--- src/rtl/dynamic_flush_controller.sv ---
// Squashes younger instructions after an unconditional transfer or branch mispredict.
// An optional bimodal branch history table supplies fetch-time predictions.
module dynamic_flush_controller #(
   parameter int unsigned FLUSH_DEPTH    = 3,
   parameter int unsigned BHT_INDEX_BITS = 4,
   parameter bit          DYNAMIC        = 1'b0
) (
   input  logic        clk,
   input  logic        reset,
   input  logic        stall,
   input  logic [15:0] fetch_pc,
   output logic        predict_taken,
   input  logic        branch_valid,
   input  logic [15:0] branch_pc,
   input  logic        branch_taken,
   input  logic        branch_predicted,
   input  logic        is_j_in,
   input  logic        is_jsr_in,
   input  logic        is_trap_in,
   input  logic        load_regfile_in,
   input  logic        mem_write_in,
   input  logic        mem_read_in,
   output logic        load_regfile_out,
   output logic        mem_write_out,
   output logic        mem_read_out,
   output logic        branch_enable_out,
   output logic        is_j_out,
   output logic        is_jsr_out,
   output logic        is_trap_out,
   output logic        redirect_fallthrough,
   output logic        flushed,
   output logic [1:0]  forwarding_mask,
   output logic [15:0] mispredict_count
);

   typedef enum logic [1:0] {StIdle, StFlush, StPost} state_e;

   localparam logic [2:0] DepthC = 3'(FLUSH_DEPTH);

   state_e      state_q, state_d;
   logic [2:0]  cnt_q, cnt_d;
   logic [15:0] mispredict_count_q, mispredict_count_d;

   logic mispredict, uncond, flush_event;
   logic unused_pc_bits;

   assign mispredict  = branch_valid & (branch_taken != branch_predicted);
   assign uncond      = is_j_in | is_jsr_in | is_trap_in;
   assign flush_event = (mispredict | uncond) & ~stall;

   // Only the index bits of the PCs reach the table.
   assign unused_pc_bits = ^{fetch_pc, branch_pc};

   always_ff @(posedge clk) begin
      if (reset) begin
         state_q            <= StIdle;
         cnt_q              <= 3'd0;
         mispredict_count_q <= 16'd0;
      end else begin
         state_q            <= state_d;
         cnt_q              <= cnt_d;
         mispredict_count_q <= mispredict_count_d;
      end
   end

   always_comb begin
      state_d            = state_q;
      cnt_d              = cnt_q;
      mispredict_count_d = mispredict_count_q;
      unique case (state_q)
         StIdle: begin
            if (flush_event) begin
               state_d = StFlush;
               cnt_d   = 3'd1;
            end
         end
         StFlush: begin
            if (!stall) begin
               if (cnt_q == DepthC) begin
                  state_d = StPost;
                  cnt_d   = 3'd0;
               end else begin
                  cnt_d = cnt_q + 3'd1;
               end
            end
         end
         StPost: begin
            if (flush_event) begin
               state_d = StFlush;
               cnt_d   = 3'd1;
            end else if (!stall) begin
               state_d = StIdle;
            end
         end
         default: begin
            state_d = StIdle;
            cnt_d   = 3'd0;
         end
      endcase
      // Events seen while squashing belong to squashed instructions.
      if (flush_event && mispredict && (state_q != StFlush) &&
          (mispredict_count_q != 16'hFFFF)) begin
         mispredict_count_d = mispredict_count_q + 16'd1;
      end
   end

   always_comb begin
      load_regfile_out     = load_regfile_in;
      mem_write_out        = mem_write_in;
      mem_read_out         = mem_read_in;
      branch_enable_out    = branch_taken;
      is_j_out             = is_j_in;
      is_jsr_out           = is_jsr_in;
      is_trap_out          = is_trap_in;
      redirect_fallthrough = branch_valid & branch_predicted & ~branch_taken;
      flushed              = 1'b0;
      forwarding_mask      = 2'b11;
      unique case (state_q)
         StFlush: begin
            load_regfile_out     = 1'b0;
            mem_write_out        = 1'b0;
            mem_read_out         = 1'b0;
            branch_enable_out    = 1'b0;
            is_j_out             = 1'b0;
            is_jsr_out           = 1'b0;
            is_trap_out          = 1'b0;
            redirect_fallthrough = 1'b0;
            flushed              = 1'b1;
            forwarding_mask      = (cnt_q == 3'd1) ? 2'b00 : 2'b11;
         end
         StPost:  forwarding_mask = 2'b10;
         default: forwarding_mask = 2'b11;
      endcase
   end

   assign mispredict_count = mispredict_count_q;

   if (DYNAMIC) begin : g_bht
      localparam int unsigned Entries = 2 ** BHT_INDEX_BITS;

      logic [1:0]                bht_q [Entries];
      logic [1:0]                bht_d;
      logic [BHT_INDEX_BITS-1:0] fetch_idx, upd_idx;
      logic                      bht_upd;

      assign fetch_idx = fetch_pc[BHT_INDEX_BITS:1];
      assign upd_idx   = branch_pc[BHT_INDEX_BITS:1];
      assign bht_upd   = branch_valid & ~stall & (state_q != StFlush);

      always_comb begin
         bht_d = bht_q[upd_idx];
         if (branch_taken && (bht_q[upd_idx] != 2'b11)) begin
            bht_d = bht_q[upd_idx] + 2'b01;
         end else if (!branch_taken && (bht_q[upd_idx] != 2'b00)) begin
            bht_d = bht_q[upd_idx] - 2'b01;
         end
      end

      always_ff @(posedge clk) begin
         if (reset) begin
            for (int i = 0; i < Entries; i++) begin
               bht_q[i] <= 2'b01;
            end
         end else if (bht_upd) begin
            bht_q[upd_idx] <= bht_d;
         end
      end

      // Reads the pre-update counter when lookup and update collide.
      assign predict_taken = bht_q[fetch_idx][1];
   end else begin : g_static
      assign predict_taken = 1'b0;
   end

endmodule

--- config.mk ---
export PLATFORM = sky130hd
export DESIGN_NAME = dynamic_flush_controller
export DESIGN_NICKNAME = d
export VERILOG_FILES = /design/src/rtl/dynamic_flush_controller.sv
export SDC_FILE = /design/constraint.sdc
export NUM_CORES = 1
export LEC_CHECK = 0
export ABC_AREA = 1
export ABC_CLOCK_PERIOD_IN_PS = 1550
export CAP_MARGIN = 15
export CORE_ASPECT_RATIO = 1.5
export CORE_MARGIN = 4
export CORE_UTILIZATION = 35
export DETAILED_ROUTE_END_ITERATION = 16
export GPL_TIMING_DRIVEN = 0
export PLACE_DENSITY = 0.79
export SETUP_SLACK_MARGIN = 0.3
export SLEW_MARGIN = 20
export SYNTH_ARGS = -nofsm -noshare
export SYNTH_HDL_FRONTEND = slang
export SYNTH_SLANG_ARGS = --single-unit
--- constraint.sdc ---
create_clock -name clk -period 1.55 [get_ports clk]
set_input_delay 0.31 -clock clk [delete_from_list [all_inputs] [get_ports clk]]
set_output_delay 0.31 -clock clk [all_outputs]
set_load 0.02 [all_outputs]
# ---- Word-level counts from Yosys, hierarchy flattened
# Cells that the tools add are included.
dict set report word_totals {
  register_bits 21
  in_bits 44
  out_inout_bits 28
  wordCells 54
}
dict set report op_classes {
  n_addsub 2
  n_eq_ne 12
  n_mux 21
  bitwise_logic 9
  n_reduce_logical 7
}
# cell n
set op_table {}
lappend op_table {{$add 16x1->16 const B} 1}
lappend op_table {{$ne 16x16->1 const B} 1}
lappend op_table {{$mux 2} 6}
lappend op_table {{$mux 1} 9}
lappend op_table {{$mux 3} 3}
lappend op_table {{$ne 2x2->1 const B} 3}
lappend op_table {{$pmux 2 s3} 1}
lappend op_table {{$pmux 3 s2} 1}
lappend op_table {{$and 1x1->1} 4}
lappend op_table {{$ne 2x1->1 const B} 2}
lappend op_table {{$pmux 2 s2} 1}
lappend op_table {{$reduce_and 4->1} 1}
lappend op_table {{$add 3x1->3 const B} 1}
lappend op_table {{$eq 3x1->1 const B} 1}
lappend op_table {{$eq 3x2->1 const B} 1}
lappend op_table {{$logic_and 1x1->1} 3}
lappend op_table {{$ne 3x3->1 const B} 1}
lappend op_table {{$or 1x1->1} 3}
lappend op_table {{$eq 2x1->1 const B} 1}
lappend op_table {{$eq 2x2->1 const B} 1}
lappend op_table {{$logic_not 2->1} 1}
lappend op_table {{$not 1->1} 2}
lappend op_table {{$reduce_and 2->1} 1}
lappend op_table {{$reduce_or 2->1} 1}
lappend op_table {{$ne 1x1->1} 1}

# ---- Longest topological paths before layout
dict set report depth {
  depth_word 7
  ltp_mapped 11
  depth_no_buf 10
}

# ---- Least setup slack after synthesis
# OpenSTA, ideal clock, no wires.
dict set report synth_timing {
  kind {register -> output}
  from {register state_q[1]}
  to {output redirect_fallthrough}
  t_arrival_ns 1.658
  required_ns 1.240
  slack_ns -0.418
  path_stages_with_launch 5
  n_path_buf 1
  cell_sequence {dfxtp_1 -> inv_1 -> ha_1 -> clkbuf_1 -> nor4_1}
}
dict set report synth_via {
  elab_chain_len 2
}
# element line
set synth_rtl {}
lappend synth_rtl {{start: declaration} 40} ;# state_e state_q, state_d;
lappend synth_rtl {{start signal: assignment} 56} ;# state_q <= StIdle;
lappend synth_rtl {{start signal: assignment} 60} ;# state_q <= state_d;
lappend synth_rtl {{$eq 2x1->1} 118} ;# unique case (state_q)
lappend synth_rtl {{$mux 1} 118}
lappend synth_rtl {{end: declaration} 30} ;# output logic redirect_fallthrough,
# No other way between the ends.

# ---- Worst setup path in the final report
dict set report layout_timing {
  from {register state_q[1]}
  to {output flushed}
}
dict set report layout_via {
  elab_chain_len 2
}
# element line
set layout_rtl {}
lappend layout_rtl {{$eq 2x1->1} 118}
lappend layout_rtl {{$mux 1} 118}
lappend layout_rtl {{end: declaration} 31} ;# output logic flushed,
# No other way between the ends.

==> results.md <==
* Status: finished with violations
* Failing checks: setup timing
* LEAKAGE at 0.958 nW
* Total Wirelength at 4.15 mm
* 1st-pass router iterations at 4
* Met3 wire len at 232 um
* Synth Net Count at between 200 and 300
* Hold_buf cts at 0
* Vias in the first global route at 1567
* Crit Path Max Fanout at 3
* Setup ws final at -0.0823 ns
* Max Used Layer: met4
* Mapped Cells at roughly 220
* Min Clock Period, post-route at 1.63 ns
* Mean Syn Cell Area at 6.15 um^2
* Clk root buf: clkbuf_8
* Initial drt markers at 84
* Clock sink total at 21
* Max VDD drop at roughly 0.5 mV
* R2R setup slack at -0.03 ns
* Core Area at roughly 3700 um^2
* CTS tree: built
* Die Footprint at about 5000 um^2
* GRT Util Overall at 0.165
* Most frequent cells after synthesis: nand2_1 (66), nor2_1 (36), inv_1 (29)
* Synth area leader: dfxtp_1
* Pwr dens at ~760 nW/um^2
* Final setup fails at 9
* Placement Rows at 27
* Required @ worst endpoint at ~1.2 ns
* Maxcap violations at 0
* Area growth syn-to-layout at 66.5%
* Metal1 wirelength at roughly 1.5 mm
* Maximum root-to-sink buffer count at 2
* Post-synth top area share at 0.307
* Max-slew headroom at 0.561
* I/O pins at 72
* Sequential fraction of the synthesis area at 0.307
* Vias at ~1600
* Initial antenna violation count at 0
* Fmax at a little over 600 MHz
* Final Cycle Share at 1.05
* Critical path type: flop to primary output
* # diodes at 0
* CTS Buf Count at 3
* Reg clk slew, reported paths at roughly 0.080 ns
* Share of cells above drive strength 1 at 0.438
* RePlAce Congestion at between 0.8 and 0.9
* Setup crit start kind: flop
* Yosys cell types at 22
* Die height at ~85 um
* Hold Fails Final Rpt at 0
* Worst-margin pin slew at approximately 0.66 ns
* Final TNS setup at -0.224 ns
* Area of the multi-input gates at 1090 um^2
* Routed length on met2 at 2.31 mm
* Worst skew pair latency at between 0.2 and 0.3 ns
* Pin count of the biggest net entering global routing at 13
* Yosys warns at 0
* DP Wirelength at 2.60 mm
* Synth Register Bits at 21
* Number of enable flip-flop cells after synthesis at 0
* Htree depth at 1
* Avg WL per Cell at around 13 um
* Initial core utilization at 0.369
* Residual DRC at 0
* Max Slew Vio Count at 0
* Hold Path Class: flop to flop
* Most area-consuming cells after synthesis: dfxtp_1 (31%), nand2_1 (18%), nor2_1 (9.9%), inv_1 (7.9%), ha_1 (6.4%)
* Global route overflow at 0
* IO Port Bufs at 38
* Skew final at 0.00162 ns
* # nets final at 328
* Total power at 0.00174 W
* CP arrival at ~1.3 ns
* Layout filler cell count at 330
* Number of nets with antenna violations after routing at 0
* Via/cell ratio at between 4 and 5
* Die width at roughly 60 um
* Synth Cell Area at roughly 1400 um^2
* Seq. cell area at approximately 450 um^2
* Fraction of registers with async set/reset at 0
* Unrepaired setup endpoints after global routing: true
* First-pass GRT wire length at approximately 6.5 mm
* Worst hold margin at roughly 0.47 ns
* Primary FF master, synth: dfxtp_1
* Cell with the most instances after synthesis: nand2_1
* Crit end category: primary output
## placed cells by master (no fill, tap or decap), types with 8 or more instances in the layout
cell type / count
dfxtp_2: 12
inv_1: 25
buf_2: 11
nand3_1: 11
a21oi_1: 8
nor2_1: 25
nor2_4: 10
clkdlybuf4s50_1: 10
nand2_2: 11
buf_6: 17
nand2_1: 50
## layout make-up
class,instances,share of cell area
plain buffers,6,0.0307
clock buffers,3,0.0181
clock inverters,1,0.00219
inverters,30,0.0526
multi-input cells,166,0.478
flip-flops and latches,21,0.199
well taps,43,0.0236
repair buffers,49,0.196
## per-layer routing
layer  vias to the layer above  track usage
met5                         -            0
met3                         9       0.0323
met4                         0        0.101
li1                        802            -
met1                       722        0.153
met2                        61        0.312
## power breakdown
group          total (W)  internal [W]  switching, W
registers       0.000587      0.000559     0.0000276
logic           0.000771      0.000366      0.000405
clock network   0.000378      0.000180      0.000198
total            0.00174       0.00111      0.000631
## final timing paths
kind / to / startpoint / cells past startpoint
worst max-delay path: flushed / state_q[1] / 6
worst min-delay path: cnt_q[2] / cnt_q[2] / 2
worst max register to register: mispredict_count[7] / state_q[1] / 9
worst min register to register: cnt_q[2] / cnt_q[2] / 2
## critical path: stages, from the launching register on
cell	delay [ns]
dfxtp_2	0.34
inv_2	0.05
ha_4	0.17
buf_6	0.12
buf_4	0.12
buf_6	0.12
buf_6	0.12
## sequential cells by signal (all words and copies together), names as in the netlist
register,cells
mispredict_count,16
state_q,2
cnt_q,3
## repair_timing
action,CTS,global route
pin swaps,23,12
buffers inserted,6,1
resized for setup,185,33
endpoints found under the setup margin,48,39
cloned,4,0
## metrics by stage
step | setup slack [ns] | utilization | area (um^2) | std cells
after CTS | -0.0750 | 0.594 | 2210 | 318
after global routing | -0.128 | 0.614 | 2280 | 319
after detailed placement | -0.471 | 0.504 | 1870 | 304
after global placement | -0.460 | 0.504 | 1870 | 304
after floorplan | 0.136 | - | 1440 | 223
final | -0.0823 | 0.614 | 2280 | 319
## logic make-up (layout without fill, tap and decap cells)
logic type      count (synthesis)  in the layout  share of synthesized area
simple gates                  129            129                      0.388
buf+inv                        36             89                      0.115
other cells                     1              1                    0.00273
xor+xnor                        6              6                     0.0383
fa+ha+maj                       7              7                     0.0639
flops                          21             21                      0.307
compound gates                 23             23                     0.0858
No activity file was read; power rests on OpenSTA's default activity.
